`config.mk`:
```
export PLATFORM = sky130hd
export DESIGN_NAME = bp_resolve_queue_flat
export DESIGN_NICKNAME = d
export VERILOG_FILES = /design/src/rtl/bp_pkg.sv /design/src/rtl/bp_resolve_queue_if.sv /design/src/rtl/bp_queue_ram.sv /design/src/rtl/bp_resolve_queue.sv /design/src/flat_wrapper.sv
export SDC_FILE = /design/constraint.sdc
export NUM_CORES = 1
export LEC_CHECK = 0
export ABC_AREA = 1
export CAP_MARGIN = 5
export CORE_MARGIN = 1.5
export CORE_UTILIZATION = 59
export DETAILED_ROUTE_END_ITERATION = 8
export PLACE_DENSITY = 0.83
export SLEW_MARGIN = 25
export SYNTH_ARGS = -nofsm -noshare
export SYNTH_HDL_FRONTEND = slang
export SYNTH_SLANG_ARGS = --single-unit
```
`constraint.sdc`:
```
create_clock -name clk -period 6.3 [get_ports clk]
set_input_delay 1.575 -clock clk [delete_from_list [all_inputs] [get_ports clk]]
set_output_delay 1.575 -clock clk [all_outputs]
set_load 0.01 [all_outputs]
```
`src/rtl/bp_pkg.sv`:
```
// Shared branch-prediction types: entry layout and queue operation codes.
// Also used by the predictor wrapper.
package bp_pkg;

  localparam int unsigned BP_IP_W   = 64;
  localparam int unsigned BP_HIST_W = 8;

  typedef struct packed {
    logic [BP_IP_W-1:0]   ip;
    logic                 pred;
    logic [BP_HIST_W-1:0] hist;
  } bp_entry_t;

  typedef enum logic [2:0] {
    Q_IDLE,
    Q_PUSH,
    Q_POP,
    Q_PUSH_POP,
    Q_MISPREDICT,
    Q_FLUSH
  } bp_q_op_e;

  function automatic logic bp_is_mispredict(input bp_entry_t e, input logic taken);
    return e.pred ^ taken;
  endfunction

endpackage

```
`src/rtl/bp_resolve_queue_if.sv`:
```
// Fetch/execute/predictor-facing signals of the branch resolve queue.
// The master side drives push/resolve/flush; the slave side is the queue.
interface bp_resolve_queue_if #(
  parameter int unsigned DEPTH  = 8,
  parameter int unsigned IP_W   = 64,
  parameter int unsigned HIST_W = 8
);
  localparam int unsigned CW = $clog2(DEPTH) + 1;

  logic              push_valid;
  logic              push_ready;
  logic [IP_W-1:0]   push_ip;
  logic              push_pred;
  logic [HIST_W-1:0] push_hist;
  logic              resolve_valid;
  logic              resolve_taken;
  logic              flush;
  logic              upd_valid;
  logic [IP_W-1:0]   upd_ip;
  logic              upd_taken;
  logic [HIST_W-1:0] upd_hist;
  logic              upd_mispredict;
  logic [CW-1:0]     count;
  logic              err_underflow;

  modport master (
    output push_valid, push_ip, push_pred, push_hist,
    output resolve_valid, resolve_taken, flush,
    input  push_ready, upd_valid, upd_ip, upd_taken, upd_hist,
    input  upd_mispredict, count, err_underflow
  );

  modport slave (
    input  push_valid, push_ip, push_pred, push_hist,
    input  resolve_valid, resolve_taken, flush,
    output push_ready, upd_valid, upd_ip, upd_taken, upd_hist,
    output upd_mispredict, count, err_underflow
  );

endinterface

```
`src/rtl/bp_queue_ram.sv`:
```
// Entry storage for the resolve queue: one synchronous write port (tail)
// and one asynchronous read port (head). No reset; validity is tracked by count.
module bp_queue_ram
  import bp_pkg::*;
#(
  parameter int unsigned DEPTH = 8
) (
  input  logic                     clk,
  input  logic                     i_we,
  input  logic [$clog2(DEPTH)-1:0] i_waddr,
  input  bp_entry_t                i_wdata,
  input  logic [$clog2(DEPTH)-1:0] i_raddr,
  output bp_entry_t                o_rdata
);

  bp_entry_t r_mem [DEPTH];

  always_ff @(posedge clk) begin
    if (i_we) r_mem[i_waddr] <= i_wdata;
  end

  assign o_rdata = r_mem[i_raddr];

endmodule

```
`src/rtl/bp_resolve_queue.sv`:
```
// In-order queue of in-flight branch predictions; emits a registered update
// beat on each resolve and discards younger entries on mispredict or flush.
module bp_resolve_queue
  import bp_pkg::*;
#(
  parameter int unsigned DEPTH  = 8,
  parameter int unsigned IP_W   = BP_IP_W,
  parameter int unsigned HIST_W = BP_HIST_W
) (
  input  logic              clk,
  input  logic              reset_n,
  bp_resolve_queue_if.slave bus
);

  localparam int unsigned AW = $clog2(DEPTH);
  localparam int unsigned CW = AW + 1;
  localparam logic [CW-1:0] FULL = CW'(DEPTH);

  logic [AW-1:0]     r_head;
  logic [AW-1:0]     r_tail;
  logic [CW-1:0]     r_count;
  logic              r_upd_valid;
  logic [IP_W-1:0]   r_upd_ip;
  logic              r_upd_taken;
  logic [HIST_W-1:0] r_upd_hist;
  logic              r_upd_misp;
  logic              r_err;

  bp_entry_t     w_head_entry;
  bp_entry_t     w_wr_entry;
  logic          w_push_acc;
  logic          w_res_acc;
  logic          w_misp;
  logic          w_we;
  bp_q_op_e      w_op;
  logic [AW-1:0] w_head_inc;
  logic [AW-1:0] w_tail_inc;
  logic [AW-1:0] w_head_nxt;
  logic [AW-1:0] w_tail_nxt;
  logic [CW-1:0] w_count_nxt;

  assign bus.push_ready = (r_count != FULL);

  assign w_push_acc = bus.push_valid && bus.push_ready;
  assign w_res_acc  = bus.resolve_valid && (r_count != '0);
  assign w_misp     = w_res_acc && bp_is_mispredict(w_head_entry, bus.resolve_taken);
  assign w_head_inc = r_head + AW'(1);
  assign w_tail_inc = r_tail + AW'(1);

  always_comb begin
    w_wr_entry      = '0;
    w_wr_entry.ip   = BP_IP_W'(bus.push_ip);
    w_wr_entry.pred = bus.push_pred;
    w_wr_entry.hist = BP_HIST_W'(bus.push_hist);
  end

  bp_queue_ram #(
    .DEPTH (DEPTH)
  ) u_ram (
    .clk     (clk),
    .i_we    (w_we),
    .i_waddr (r_tail),
    .i_wdata (w_wr_entry),
    .i_raddr (r_head),
    .o_rdata (w_head_entry)
  );

  // Flush outranks mispredict, which outranks any ordinary push/pop.
  always_comb begin
    w_op = Q_IDLE;
    if (bus.flush)                  w_op = Q_FLUSH;
    else if (w_misp)                w_op = Q_MISPREDICT;
    else if (w_push_acc && w_res_acc) w_op = Q_PUSH_POP;
    else if (w_push_acc)            w_op = Q_PUSH;
    else if (w_res_acc)             w_op = Q_POP;
  end

  always_comb begin
    w_we        = 1'b0;
    w_head_nxt  = r_head;
    w_tail_nxt  = r_tail;
    w_count_nxt = r_count;
    case (w_op)
      Q_FLUSH: begin
        w_head_nxt  = '0;
        w_tail_nxt  = '0;
        w_count_nxt = '0;
      end
      Q_MISPREDICT: begin
        w_head_nxt  = w_head_inc;
        w_tail_nxt  = w_head_inc;
        w_count_nxt = '0;
      end
      Q_PUSH_POP: begin
        w_we       = 1'b1;
        w_head_nxt = w_head_inc;
        w_tail_nxt = w_tail_inc;
      end
      Q_PUSH: begin
        w_we        = 1'b1;
        w_tail_nxt  = w_tail_inc;
        w_count_nxt = r_count + CW'(1);
      end
      Q_POP: begin
        w_head_nxt  = w_head_inc;
        w_count_nxt = r_count - CW'(1);
      end
      default: ;
    endcase
  end

  always_ff @(posedge clk or negedge reset_n) begin
    if (!reset_n) begin
      r_head  <= '0;
      r_tail  <= '0;
      r_count <= '0;
    end else begin
      r_head  <= w_head_nxt;
      r_tail  <= w_tail_nxt;
      r_count <= w_count_nxt;
    end
  end

  always_ff @(posedge clk or negedge reset_n) begin
    if (!reset_n) begin
      r_upd_valid <= 1'b0;
      r_upd_ip    <= '0;
      r_upd_taken <= 1'b0;
      r_upd_hist  <= '0;
      r_upd_misp  <= 1'b0;
      r_err       <= 1'b0;
    end else begin
      r_upd_valid <= w_res_acc && !bus.flush;
      if (w_res_acc && !bus.flush) begin
        r_upd_ip    <= IP_W'(w_head_entry.ip);
        r_upd_taken <= bus.resolve_taken;
        r_upd_hist  <= HIST_W'(w_head_entry.hist);
        r_upd_misp  <= w_misp;
      end
      if (!bus.flush && bus.resolve_valid && (r_count == '0)) r_err <= 1'b1;
    end
  end

  assign bus.upd_valid      = r_upd_valid;
  assign bus.upd_ip         = r_upd_ip;
  assign bus.upd_taken      = r_upd_taken;
  assign bus.upd_hist       = r_upd_hist;
  assign bus.upd_mispredict = r_upd_misp;
  assign bus.count          = r_count;
  assign bus.err_underflow  = r_err;

endmodule

```
`src/flat_wrapper.sv`:
```
// flat-port wrapper written by rule: the top's interface ports become plain ports
module bp_resolve_queue_flat import bp_pkg::*;
#(
  parameter int unsigned DEPTH  = 8,
  parameter int unsigned IP_W   = BP_IP_W,
  parameter int unsigned HIST_W = BP_HIST_W
)
  (clk, reset_n, bus_push_valid, bus_push_ip, bus_push_pred, bus_push_hist, bus_resolve_valid, bus_resolve_taken, bus_flush, bus_push_ready, bus_upd_valid, bus_upd_ip, bus_upd_taken, bus_upd_hist, bus_upd_mispredict, bus_count, bus_err_underflow);
  bp_resolve_queue_if #(.DEPTH(DEPTH), .IP_W(IP_W), .HIST_W(HIST_W)) bus_i ();
  input  logic clk;
  input  logic reset_n;
  input wire logic [$bits(bus_i.push_valid)-1:0] bus_push_valid;
  input wire logic [$bits(bus_i.push_ip)-1:0] bus_push_ip;
  input wire logic [$bits(bus_i.push_pred)-1:0] bus_push_pred;
  input wire logic [$bits(bus_i.push_hist)-1:0] bus_push_hist;
  input wire logic [$bits(bus_i.resolve_valid)-1:0] bus_resolve_valid;
  input wire logic [$bits(bus_i.resolve_taken)-1:0] bus_resolve_taken;
  input wire logic [$bits(bus_i.flush)-1:0] bus_flush;
  output wire logic [$bits(bus_i.push_ready)-1:0] bus_push_ready;
  output wire logic [$bits(bus_i.upd_valid)-1:0] bus_upd_valid;
  output wire logic [$bits(bus_i.upd_ip)-1:0] bus_upd_ip;
  output wire logic [$bits(bus_i.upd_taken)-1:0] bus_upd_taken;
  output wire logic [$bits(bus_i.upd_hist)-1:0] bus_upd_hist;
  output wire logic [$bits(bus_i.upd_mispredict)-1:0] bus_upd_mispredict;
  output wire logic [$bits(bus_i.count)-1:0] bus_count;
  output wire logic [$bits(bus_i.err_underflow)-1:0] bus_err_underflow;
  assign bus_i.push_valid = bus_push_valid;
  assign bus_i.push_ip = bus_push_ip;
  assign bus_i.push_pred = bus_push_pred;
  assign bus_i.push_hist = bus_push_hist;
  assign bus_i.resolve_valid = bus_resolve_valid;
  assign bus_i.resolve_taken = bus_resolve_taken;
  assign bus_i.flush = bus_flush;
  assign bus_push_ready = bus_i.push_ready;
  assign bus_upd_valid = bus_i.upd_valid;
  assign bus_upd_ip = bus_i.upd_ip;
  assign bus_upd_taken = bus_i.upd_taken;
  assign bus_upd_hist = bus_i.upd_hist;
  assign bus_upd_mispredict = bus_i.upd_mispredict;
  assign bus_count = bus_i.count;
  assign bus_err_underflow = bus_i.err_underflow;
  bp_resolve_queue #(.DEPTH(DEPTH), .IP_W(IP_W), .HIST_W(HIST_W)) u_core (.clk(clk), .reset_n(reset_n), .bus(bus_i));
endmodule
```
==> results.yml <==
grt:
  overflow: 0
  grt_pass1_vias: 16580
  antenna_found_initial: 6
  met3_usage_pct: 5.263
  met2_usage_pct: 43.30
  grt_max_degree: 115
  top_usage_layer: "met2"
  grt_pass1_wl_um: 90980
  met1_usage_pct: 35.63
  grt_usage_pct: 26.64
detailed_routing:
  vias: 16370
  drc: 0
  wirelength_um: 59030
  wl_per_cell_um: 22.55
  ant_nets: 0
  dr.first_iter.drc_count: 2100
  vias_per_cell: 6.253
  drtPass1Iterations: 5
logic_synthesis:
  async_flop_share_pct: 12.84
  synth_edf_count: 584
  netlist.area_leader.share_pct: 68.52
  ys.flop_type: "edfxtp_1"
  synth_seq_cells: 670
  synth_top_cell_by_area: "edfxtp_1"
  synth_warnings: 0
  seq_area_frac_synth_pct: 76.93
  ys_top_cells_by_area: "edfxtp_1, dfrtp_1, o21ai_0"
  syn_area_um2: 25590
  synth_fp_nets: 1942
  synth_cell_type_count: 28
  avgSynthCellArea_um2: 13.77
  synthCells: 1858
pwr:
  leakage_uw: 0.01028
  ir_drop_mv: 0.2388
  power_frac_seq_pct: 49.8
  cellPowerDensity_nw_per_um2: 367.4
  p_int_uw: 8202
  clock_power_share_pct: 34.7
  switching_share_pct: 25.12
  p_comb_share_pct: 15.6
  p_sw_uw: 2751
sta:
  finalCriticalPeriod_ns: 4.327
  period_share_pct: 68.68
  timing.hold.ws_ns: 0.4780
  slew_headroom_pct: 30.84
  rsz0062_at_grt: "no"
  tns_ns: 0
  drv_slew: 0
  worstMarginPinSlew_ns: 1.037
  fmax_mhz: 231.1
  finalSetupViolations: 0
  hold_viol: 0
  skew_ns: 0.02233
critical_path:
  start_kind: "register"
  required_ns: 6.58
  cp.arrival_ns: 4.61
  worstSetupPathType: "reg -> reg"
  end_kind: "register"
  cp_max_fo: 95
cts:
  ctsResizeCount: 0
  cts_hold_buf: 0
  cts_inserted_buffers: 61
  cts_buffer_depth: 3
  htree_levels: 2
  cts_tree: "yes"
  path_clk_slew_ns: 0.07
  post_cts_buffers: 0
  cts.sinks: 670
  root_buffer: "clkbuf_16"
  insertion_delay_ns: 0.63
worst_hold_path:
  hold_path_class: "reg -> reg"
placement:
  hpwl_um: 30840
  post_dp_cell_area_um2: 27660
  gp_congestion: 0.8137
  numPortBuffers: 159
  numPlacedInstances: 2497
die:
  die_h_um: 211.3
  rows: 76
  die_area_um2: 44640
  core_um2: 42980
  boundaryPins: 160
  initial_core_util_pct: 59.55
  fp.dieW_um: 211.3
final_layout:
  stdcell_area_um2: 29810
  nets: 2061
  fin_cells: 2618
  synthToLayoutAreaGrowth_pct: 16.49
  drive_above_1_share_pct: 7.389
flow_run:
  drv_cap: 0
status:
  run_status: "completed"
[sequential cells by signal, indices dropped and copies added (netlist names)]
register / count
u_core.bus.upd_ip: 64
u_core.bus.upd_taken: 1
u_core.bus.upd_hist: 8
u_core.u_ram.r_mem: 584
u_core.bus.upd_mispredict: 1
u_core.bus.err_underflow: 1
u_core.r_tail: 3
u_core.r_head: 3
u_core.bus.upd_valid: 1
u_core.bus.count: 4
[stage by stage]
stage	util (%)	setup slack, ns	total power [uW]
after detailed placement	64.36	1.669	7206
after global routing	69.37	1.747	11330
after global placement	64.34	1.718	7139
final	69.37	1.973	10950
after floorplan	-	0.6683	6339
after CTS	69.21	2.036	10980
[cells in the mapped netlist, types with 6 or more instances]
cell and n:
nand3_1 62, buf_2 43, o211ai_1 30, o22ai_1 28, o21ai_0 287, inv_1 22, clkbuf_1 80, nand2_1 183
edfxtp_1 584, nor2_1 293, o221ai_1 117, dfrtp_1 86, nand4_1 6
[layout make-up]
class	instances	area (um2)
Sequential cell	670	19700
Fill cell	2675	13170
Multi-Input combinational cell	1033	5306
Timing Repair Buffer	185	1869
Clock buffer	86	1753
Tap cell	585	732.0
Clock inverter	30	334.1
Inverter	26	112.6
Antenna cell	3	7.507
[power by group through the flow]
stage	clock (uW)	sequential, uW	combinational [uW]
after floorplan	0	5630	709
after global placement	0	5520	1620
after detailed placement	0	5530	1670
after CTS	3820	5450	1700
after global routing	3990	5490	1850
final	3800	5450	1710
[layout by cell type, fill, tap and decap left out, types with 3 or more instances in the layout]
| cell type | instances |
|---|---|
| clkbuf_8 | 9 |
| buf_4 | 20 |
| nand3_2 | 4 |
| diode_2 | 3 |
| xor2_1 | 3 |
| dfrtp_1 | 83 |
| clkinv_1 | 4 |
| edfxtp_1 | 584 |
| nand4_1 | 6 |
| nor2_4 | 5 |
| clkbuf_16 | 63 |
| o21ai_0 | 287 |
| o22ai_1 | 28 |
| dfrtp_4 | 3 |
| nor2_1 | 289 |
| nor3_4 | 4 |
| o211ai_1 | 30 |
| clkinvlp_4 | 4 |
| bufinv_16 | 7 |
| clkinv_2 | 14 |
| nand2_1 | 183 |
| o221ai_1 | 117 |
| o21ai_1 | 4 |
| clkbuf_1 | 14 |
| ha_1 | 4 |
| inv_1 | 21 |
| nand3_1 | 62 |
| buf_12 | 3 |
| clkdlybuf4s50_1 | 158 |
[kinds of logic after synthesis]
logic type	count (synthesis)	share of synthesized area [%]
DFF	670	76.93
and+or+nand+nor	557	8.814
AOI/OAI and AO/OA	468	11.31
adders and majority gates	5	0.2738
buffers and inverters	155	2.571
xor gates and xnor gates	3	0.1027
[routing by layer]
metal  part of all wire, %  vias up  wire length, um
met5                 0.051        -               30
met2                    50      890            29440
met4                   2.6        6             1536
li1                      -     7183                -
met3                   8.7      128             5140
met1                    39     8163            22880
[path summary, 6_finish.rpt]
kind	from	to	slack (ns)	cells after the start
max in group asynchronous	reset_n	u_core.r_head[1]	4.21	2
min in group asynchronous	reset_n	u_core.bus.upd_ip[49]	0.93	1
worst min-delay path	u_core.bus.upd_ip[18]	u_core.bus.upd_ip[18]	0.48	2
worst max-delay path	u_core.r_head[0]	u_core.u_ram.r_mem[6][57]	1.97	12
worst max register to register	u_core.r_head[0]	u_core.u_ram.r_mem[6][57]	1.97	12
worst min register to register	u_core.bus.upd_ip[18]	u_core.bus.upd_ip[18]	0.48	2
[critical path: stages, from the launching register on]
cell	delay, ns
dfrtp_4	0.47
buf_4	0.72
nand2_1	0.18
nand3_1	0.16
nand3_2	0.15
nand2_1	0.11
nand2_2	0.08
nand2_4	0.09
nand2_1	0.06
nand2_2	0.19
nand3_1	0.41
nor2_4	0.91
buf_12	0.40
Power figures use the tool's default switching activity.
